File: config.mk
export PLATFORM = sky130hd
export DESIGN_NAME = mem_stage
export DESIGN_NICKNAME = d
export VERILOG_FILES = /design/src/rtl/mips_pkg.sv /design/src/rtl/data_memory.sv /design/src/rtl/mem_stage.sv
export SDC_FILE = /design/constraint.sdc
export NUM_CORES = 2
export LEC_CHECK = 0
export BUFFER_PORTS_ARGS = -buffer_cell sky130_fd_sc_hd__buf_4
export CAP_MARGIN = 5
export CORE_MARGIN = 1.5
export CORE_UTILIZATION = 50
export DETAILED_ROUTE_END_ITERATION = 7
export PLACE_DENSITY_LB_ADDON = 0.2
export SETUP_SLACK_MARGIN = 0.2
export SLEW_MARGIN = 20
export SYNTH_ARGS = -nofsm -noshare
export SYNTH_HDL_FRONTEND = slang
export SYNTH_SLANG_ARGS = --single-unit
File: constraint.sdc
create_clock -name i_clk -period 7 [get_ports i_clk]
set_input_delay 0.35 -clock i_clk [delete_from_list [all_inputs] [get_ports i_clk]]
set_output_delay 0.35 -clock i_clk [all_outputs]
set_load 0.005 [all_outputs]
File: src/rtl/mips_pkg.sv
// mips_pkg: shared encodings and defaults for the MIPS pipeline stages
package mips_pkg;
  localparam int DATA_W = 32;
  typedef enum logic [1:0] {SZ_BYTE = 2'b00, SZ_HALF = 2'b01, SZ_WORD_ALT = 2'b10, SZ_WORD = 2'b11} size_e;
  localparam int MEM_READ = 3, MEM_WRITE = 2, WB_REGWRITE = 1, WB_MEMTOREG = 0;
  function automatic logic misaligned(input size_e sz, input logic [1:0] off);
    return sz == SZ_BYTE ? 1'b0 : sz == SZ_HALF ? off[0] : off != 2'b00;
  endfunction
endpackage

File: src/rtl/data_memory.sv
// data_memory: word array with byte-lane write enables and combinational reads
module data_memory import mips_pkg::*; #(
  parameter int DATA_WIDTH = DATA_W,
  parameter int DEPTH = 64
) (
  input  logic                     clk,
  input  logic [DATA_WIDTH/8-1:0]  be,
  input  logic [$clog2(DEPTH)-1:0] addr,
  input  logic [DATA_WIDTH-1:0]    wdata,
  output logic [DATA_WIDTH-1:0]    rdata,
  input  logic [$clog2(DEPTH)-1:0] dbg_addr,
  output logic [DATA_WIDTH-1:0]    dbg_data
);
  logic [DATA_WIDTH-1:0] mem [DEPTH];
  always_ff @(posedge clk)
    for (int i = 0; i < DATA_WIDTH / 8; i++)
      if (be[i]) mem[addr][8*i +: 8] <= wdata[8*i +: 8];
  assign rdata = mem[addr];
  assign dbg_data = mem[dbg_addr];
endmodule

File: src/rtl/mem_stage.sv
// mem_stage: EX/MEM and MEM/WB pipeline registers around the data memory
module mem_stage import mips_pkg::*; #(
  parameter int DATA_WIDTH = DATA_W,
  parameter int MEM_DEPTH = 64
) (
  input  logic                         i_clk,
  input  logic                         i_reset,
  input  logic [DATA_WIDTH-1:0]        i_aluresult,
  input  logic [DATA_WIDTH-1:0]        i_regB,
  input  logic [4:0]                   i_rd_rt,
  input  logic [3:0]                   i_mem,
  input  logic                         i_unsigned,
  input  logic [1:0]                   i_wb,
  input  logic                         i_halt,
  input  logic                         i_flush,
  input  logic [$clog2(MEM_DEPTH)-1:0] i_debug_addr,
  output logic [DATA_WIDTH-1:0]        o_exmem_aluresult,
  output logic [4:0]                   o_exmem_rd,
  output logic                         o_exmem_regwrite,
  output logic [DATA_WIDTH-1:0]        o_wb_data,
  output logic [4:0]                   o_wb_rd,
  output logic                         o_wb_regwrite,
  output logic                         o_misaligned,
  output logic [DATA_WIDTH-1:0]        o_debug_data
);
  localparam int AW = $clog2(MEM_DEPTH);
  localparam int NB = DATA_WIDTH / 8;
  logic [DATA_WIDTH-1:0] ex_alu, ex_b, rdata, ld, wdata;
  logic [4:0] ex_rd;
  logic [3:0] ex_mem;
  logic [1:0] ex_wb;
  logic ex_uns, bad;
  logic [NB-1:0] lanes, be;
  logic [7:0] b8;
  logic [15:0] h16;
  size_e sz;
  always_ff @(posedge i_clk)
    if (i_reset) begin
      ex_alu <= '0;
      ex_b <= '0;
      ex_rd <= '0;
      ex_mem <= '0;
      ex_uns <= 1'b0;
      ex_wb <= '0;
      o_wb_data <= '0;
      o_wb_rd <= '0;
      o_wb_regwrite <= 1'b0;
      o_misaligned <= 1'b0;
    end else if (!i_halt) begin
      ex_alu <= i_aluresult;
      ex_b <= i_regB;
      ex_rd <= i_rd_rt;
      ex_uns <= i_unsigned;
      ex_mem <= i_flush ? '0 : i_mem;
      ex_wb <= i_flush ? '0 : i_wb;
      o_wb_data <= ex_wb[WB_MEMTOREG] ? ld : ex_alu;
      o_wb_rd <= ex_rd;
      o_wb_regwrite <= ex_wb[WB_REGWRITE];
      o_misaligned <= bad;
    end
  // Stores fan the source bytes across all lanes; the enables pick which lanes land.
  always_comb begin
    sz = size_e'(ex_mem[1:0]);
    bad = (ex_mem[MEM_READ] | ex_mem[MEM_WRITE]) & misaligned(sz, ex_alu[1:0]);
    lanes = sz == SZ_BYTE ? NB'(1) << ex_alu[1:0] : sz == SZ_HALF ? NB'(3) << {ex_alu[1], 1'b0} : '1;
    be = ex_mem[MEM_WRITE] && !bad && !i_halt && !i_reset ? lanes : '0;
    wdata = sz == SZ_BYTE ? {NB{ex_b[7:0]}} : sz == SZ_HALF ? {(NB/2){ex_b[15:0]}} : ex_b;
    b8 = 8'(rdata >> {ex_alu[1:0], 3'b000});
    h16 = 16'(rdata >> {ex_alu[1], 4'b0000});
    ld = bad ? '0 : sz == SZ_BYTE ? {{(DATA_WIDTH-8){~ex_uns & b8[7]}}, b8}
       : sz == SZ_HALF ? {{(DATA_WIDTH-16){~ex_uns & h16[15]}}, h16} : rdata;
  end
  data_memory #(.DATA_WIDTH(DATA_WIDTH), .DEPTH(MEM_DEPTH)) u_mem (
    .clk(i_clk),
    .be(be),
    .addr(ex_alu[AW+1:2]),
    .wdata(wdata),
    .rdata(rdata),
    .dbg_addr(i_debug_addr),
    .dbg_data(o_debug_data)
  );
  assign o_exmem_aluresult = ex_alu;
  assign o_exmem_rd = ex_rd;
  assign o_exmem_regwrite = ex_wb[WB_REGWRITE];
endmodule
Word-level counts from Yosys, hierarchy flattened
Memories as Yosys holds them, arrays and structs flattened. A register that Yosys moved wholly into a read port is not among the register bits.
Cells that the tools add are included.
{"block": "op_classes", "eq_ne": 1, "shifts": 4, "n_mux": 23, "bitwise_logic": 5, "reduce_logical": 8}
{"cell": "$mux W32", "n": 6}
{"cell": "$shr A32 B5 Y16", "n": 1}
{"cell": "$shr A32 B5 Y8", "n": 1}
{"cell": "$mux W4", "n": 4}
{"cell": "$mux W6", "n": 2}
{"cell": "$mux W1", "n": 10}
{"cell": "$shl A1 B2 Y4 const A", "n": 1}
{"cell": "$shl A2 B2 Y4 const A", "n": 1}
{"cell": "$and A1 B1 Y1", "n": 3}
{"cell": "$logic_and A1 B1 Y1", "n": 3}
{"cell": "$logic_not A1 Y1", "n": 3}
{"cell": "$eq A2 B1 Y1 const B", "n": 1}
{"cell": "$logic_not A2 Y1", "n": 1}
{"cell": "$mux W2", "n": 1}
{"cell": "$reduce_bool A2 Y1", "n": 1}
{"cell": "$not A1 Y1", "n": 1}
{"cell": "$or A1 B1 Y1", "n": 1}
{"block": "word_totals", "register_bits": 115, "ram_bits": 2048, "inputBits": 86, "n_memories": 1}
{"name": "u_mem.mem", "words": 64, "word_bits": 32, "read_ports": 2, "rd_clocked_by_memory_dff": 1, "write_ports": 1, "line": "data_memory.sv:14", "text": "logic [DATA_WIDTH-1:0] mem [DEPTH];"}

Longest topological paths before layout
{"block": "depth", "ltp_word": 11, "depth_mapped": 14, "ltp_nobuf": 8}

By module
From an unflattened synthesis, not the netlist that was laid out.
{"block": "hier_totals", "cells_unflattened": 6061, "hier_area_um2": 101362.2}
{"module": "data_memory", "instances": 1, "cells_each": 5410, "area_each_um2": 95401.5, "seq_area_each_um2": 61499.0}
{"module": "mem_stage", "instances": 1, "cells_each": 651, "area_each_um2": 5960.7, "seq_area_each_um2": 2302.2}

Least setup slack after synthesis
OpenSTA, ideal clock, no wires.
{"block": "synth_timing", "path_type": "flip-flop to flip-flop", "from": "register ex_b[0]", "to": "memory u_mem.mem[0][24] (netlist name), data pin", "setup_ns": 0.702, "arrival_ns": 3.832, "t_required_ns": 6.298, "path_slack_ns": 2.466, "stages_incl_launch_ff": 3, "n_path_buf": 0, "period_less_slack_ns": 4.534, "path_cell_list": "dfxtp_1 > mux2i_1 > o21ai_0"}
{"block": "synth_via", "elab_chain_cells": 1}
{"item": "from (decl)", "line": "mem_stage.sv:28", "text": "logic [DATA_WIDTH-1:0] ex_alu, ex_b, rdata, ld, wdata;"}
{"item": "from (signal assigned)", "line": "mem_stage.sv:51", "text": "ex_b <= i_regB;"}
{"item": "$mux W32", "line": "mem_stage.sv:67", "text": "wdata = sz == SZ_BYTE ? {NB{ex_b[7:0]}} : sz == SZ_HALF ? {(NB/2){ex_b[15:0]}} : ex_b;"}
{"item": "named net u_mem.wdata[24]", "line": "data_memory.sv:9", "text": "input logic [DATA_WIDTH-1:0] wdata,"}
{"item": "to (decl)", "line": "data_memory.sv:14"}
The timed path passes the listed nets, and every way through them passes these cells.

==> key figures <==
Outcome
  – Outcome: finished with violations
  – Violated checks: DRC

Power
  – Sequential share of power: 0.494
  – Combinational group share of total power: 0.097
  – Internal Power: between 20000 and 25000 uW
  – Sw Ratio: 0.2424
  – Peak supply drop: around 230 uV
  – Cell Pwr Density: between 200 and 300 nW/um2
  – Clock share of power: 0.409
  – Leakage: roughly 0.034 uW
  – Psw: about 7100 uW

Drt
  – Routed length per instance: 41.68 um
  – Met3 WL: between 40000 and 50000 um
  – Number of remaining DRC errors: 24
  – Met2 wire len: 160200 um
  – DR iter-0 viols: 11050
  – Antenna Nets Post-Route: 0
  – Vias per cell: 7.332
  – Via count: around 62000
  – Pre-Repair DR Iteration Count: 8
  – Post-Route WL: between 300000 and 400000 um
  – Uppermost routed layer: met5
  – Wl on met1: around 130000 um

STA
  – RSZ-0062 raised after global routing: false
  – Final hold vios: 0
  – Transition time at the pin with the least slew margin: between 1 and 1.5 ns
  – Tcrit/Tclk final: 0.6653
  – Count of final setup violators: 0
  – Slew Viols, Final: 0
  – Clock skew: roughly 0.046 ns
  – Slew margin rel.: 0.1617
  – Setup TNS: 0 ns
  – Fmax: ~210 MHz
  – Tmin final: ~4.7 ns

Clock network
  – CTS tree: done
  – Cts hold-fix bufs: 146
  – Clk_lat worst skew: roughly 0.9 ns
  – CTS sink cnt: ~2200
  – Worst-path clk slew: 0.06 ns
  – Clk buf depth: 3
  – H-tree Lvls: 4
  – CTS buffer count: about 220
  – Post_cts resized: 0
  – Root buffer cell: clkbuf_16
  – Post-CTS Setup Inserts: 0

Flow run
  – Max Cap Violations: 0

Layout
  – Synth-to-Final Area Change: 13.39%
  – Fill count: between 10000 and 15000
  – Commonest non-fill, non-tap cell in the layout: edfxtp_1
  – Final Net Count: between 5000 and 6000
  – Commonest non-fill, non-tap cells in the layout: 2048 x edfxtp_1, 1100 x mux4_2, 380 x buf_4
  – Util after Layout: 0.5721
  – Fraction of layout cells with a size suffix above 1: 0.3424

Placement
  – RePlAce Congestion: roughly 0.97
  – Hpwl dp: 233400 um
  – Port Buf Inserts: just under 200

Yosys
  – Avg Inst Size Synth: between 15 and 20 um2
  – Cell count after synthesis: ~5300
  – Synth unique cells: 69
  – Ys flop type: edfxtp_1
  – Syn_nets: 5356
  – Sequential element share of the synthesized area: 0.6326
  – Mapped Area: 101100 um2
  – Synth Warn #: 0
  – Post-synthesis register bit count: about 2200
  – EDFF count, synth: 2048
  – Async set-or-reset flop fraction in the synthesized netlist: 0

Global routing
  – Vias in the first global route: 60290
  – Initial antenna violation count: 20
  – Pin count of the biggest net entering global routing: 100
  – Overall routing resource usage: 0.3450
  – Remaining global-route overflow: 0
  – First-pass GRT wire length: 486500 um

Floorplanning
  – Die W: ~450 um
  – Core area: 200300 um2
  – Die Span Y: about 450 um
  – Boundary Pins: around 200
  – Full die area: 204800 um2
  – Row count: between 150 and 200
  – Starting Density: 0.5046

Worst setup path
  – WS Path Type: flip-flop to flip-flop
  – Crit start category: flip-flop
  – Critical path data required time: between 7 and 8 ns
  – Crit end category: flip-flop
  – R2R depth: 8
  – Critical path arrival: roughly 5.4 ns
  – Crit Path Max Fanout: 52

Min path
  – HP Class: input pin to flip-flop
  – Hold path cells: 4
-- power groups by stage --
stage	logic [uW]	registers, uW	clock network [uW]
2_1_floorplan	1570	14600	0
3_3_place_gp	2630	14700	0
3_5_place_dp	2660	14700	0
4_1_cts	2740	14400	12000
5_1_grt	2870	14400	12400
6_report	2810	14400	11900
-- routing by layer --
metal  vias to the layer above  global-route usage
li1                      23270                   -
met3                       928             0.09797
met2                      5030              0.5135
met1                     32890              0.4671
met4                        30              0.1766
met5                         -            0.001166
-- layout make-up --
type / instances / area (um2) / area share
diodes: 16 / 40.04 / 0.0003494
repair buffers: 553 / 4821 / 0.04207
multi-input cells: 2657 / 35180 / 0.3070
clock inverters: 136 / 1396 / 0.01219
well taps: 2656 / 3323 / 0.02900
flip-flops and latches: 2169 / 63950 / 0.5581
clock buffers: 275 / 5822 / 0.05081
inverters: 14 / 52.55 / 0.0004586
-- sequential cells by signal, indices dropped and copies added, names as in the netlist, named ones only --
signal             count
o_wb_rd                5
o_misaligned           1
ex_mem                 4
ex_b                  32
o_exmem_aluresult     32
o_exmem_rd             5
ex_wb                  2
o_wb_regwrite          1
o_wb_data             32
u_mem.mem           2048
ex_uns                 1
-- worst max-delay path: stages, from the launching register on --
cell	delay, ns
dfxtp_4	0.85
buf_4	0.77
mux4_2	0.42
a22o_1	0.24
a221oi_1	0.77
o221ai_1	0.50
buf_4	0.34
a221oi_1	0.36
a211oi_1	0.12
-- cell usage after synthesis (33+ instances only) --
master | n | area (um2)
a21oi_1 | 97 | 485.5
a22oi_1 | 154 | 1156
dfxtp_1 | 121 | 2422
nor2_1 | 411 | 1543
edfxtp_1 | 2048 | 61500
nand2_1 | 164 | 615.6
a221oi_1 | 33 | 289.0
buf_2 | 88 | 440.4
nand3_1 | 40 | 200.2
mux2i_1 | 236 | 2362
o21ai_0 | 50 | 250.2
buf_6 | 34 | 382.9
clkbuf_1 | 188 | 705.7
a22o_1 | 33 | 289.0
buf_1 | 75 | 281.5
mux4_2 | 1100 | 24770
mux2_2 | 35 | 394.1
-- cell families (layout without fill, tap and decap cells) --
| kind of cell | after synthesis | in the layout | synth area share |
|---|---|---|---|
| mux | 1382 | 1382 | 0.2753 |
| flops | 2169 | 2169 | 0.6326 |
| buf+inv | 444 | 978 | 0.02317 |
| other cells | 0 | 16 | 0 |
| simple gates | 738 | 738 | 0.03102 |
| compound gates | 537 | 537 | 0.03797 |
-- through the flow --
step | hold WS [ns] | power [uW] | instances | setup WS [ns] | instance area (um2)
2_1_floorplan | 0.4576 | 16190 | 5270 | 2.466 | 101100
3_3_place_gp | 0.4773 | 17290 | 7899 | 2.431 | 105600
3_5_place_dp | 0.4876 | 17320 | 7903 | 2.542 | 105800
4_1_cts | 0.2095 | 29080 | 8460 | 2.535 | 114500
5_1_grt | 0.2824 | 29680 | 8461 | 2.298 | 114500
6_report | 0.2644 | 29110 | 8476 | 2.343 | 114600
-- worst paths after layout --
check                                from                        end  slack [ns]
setup / recovery                flip-flop  o_wb_data[1]$_SDFFE_PP0N_        2.34
hold / removal                 i_regB[20]      ex_b[20]$_SDFFE_PP0N_        0.26
setup reg to reg                flip-flop  o_wb_data[1]$_SDFFE_PP0N_        2.34
hold reg to reg   o_wb_rd[1]$_SDFFE_PP0N_    o_wb_rd[1]$_SDFFE_PP0N_        0.50
No activity file was read; power rests on OpenSTA's default activity.
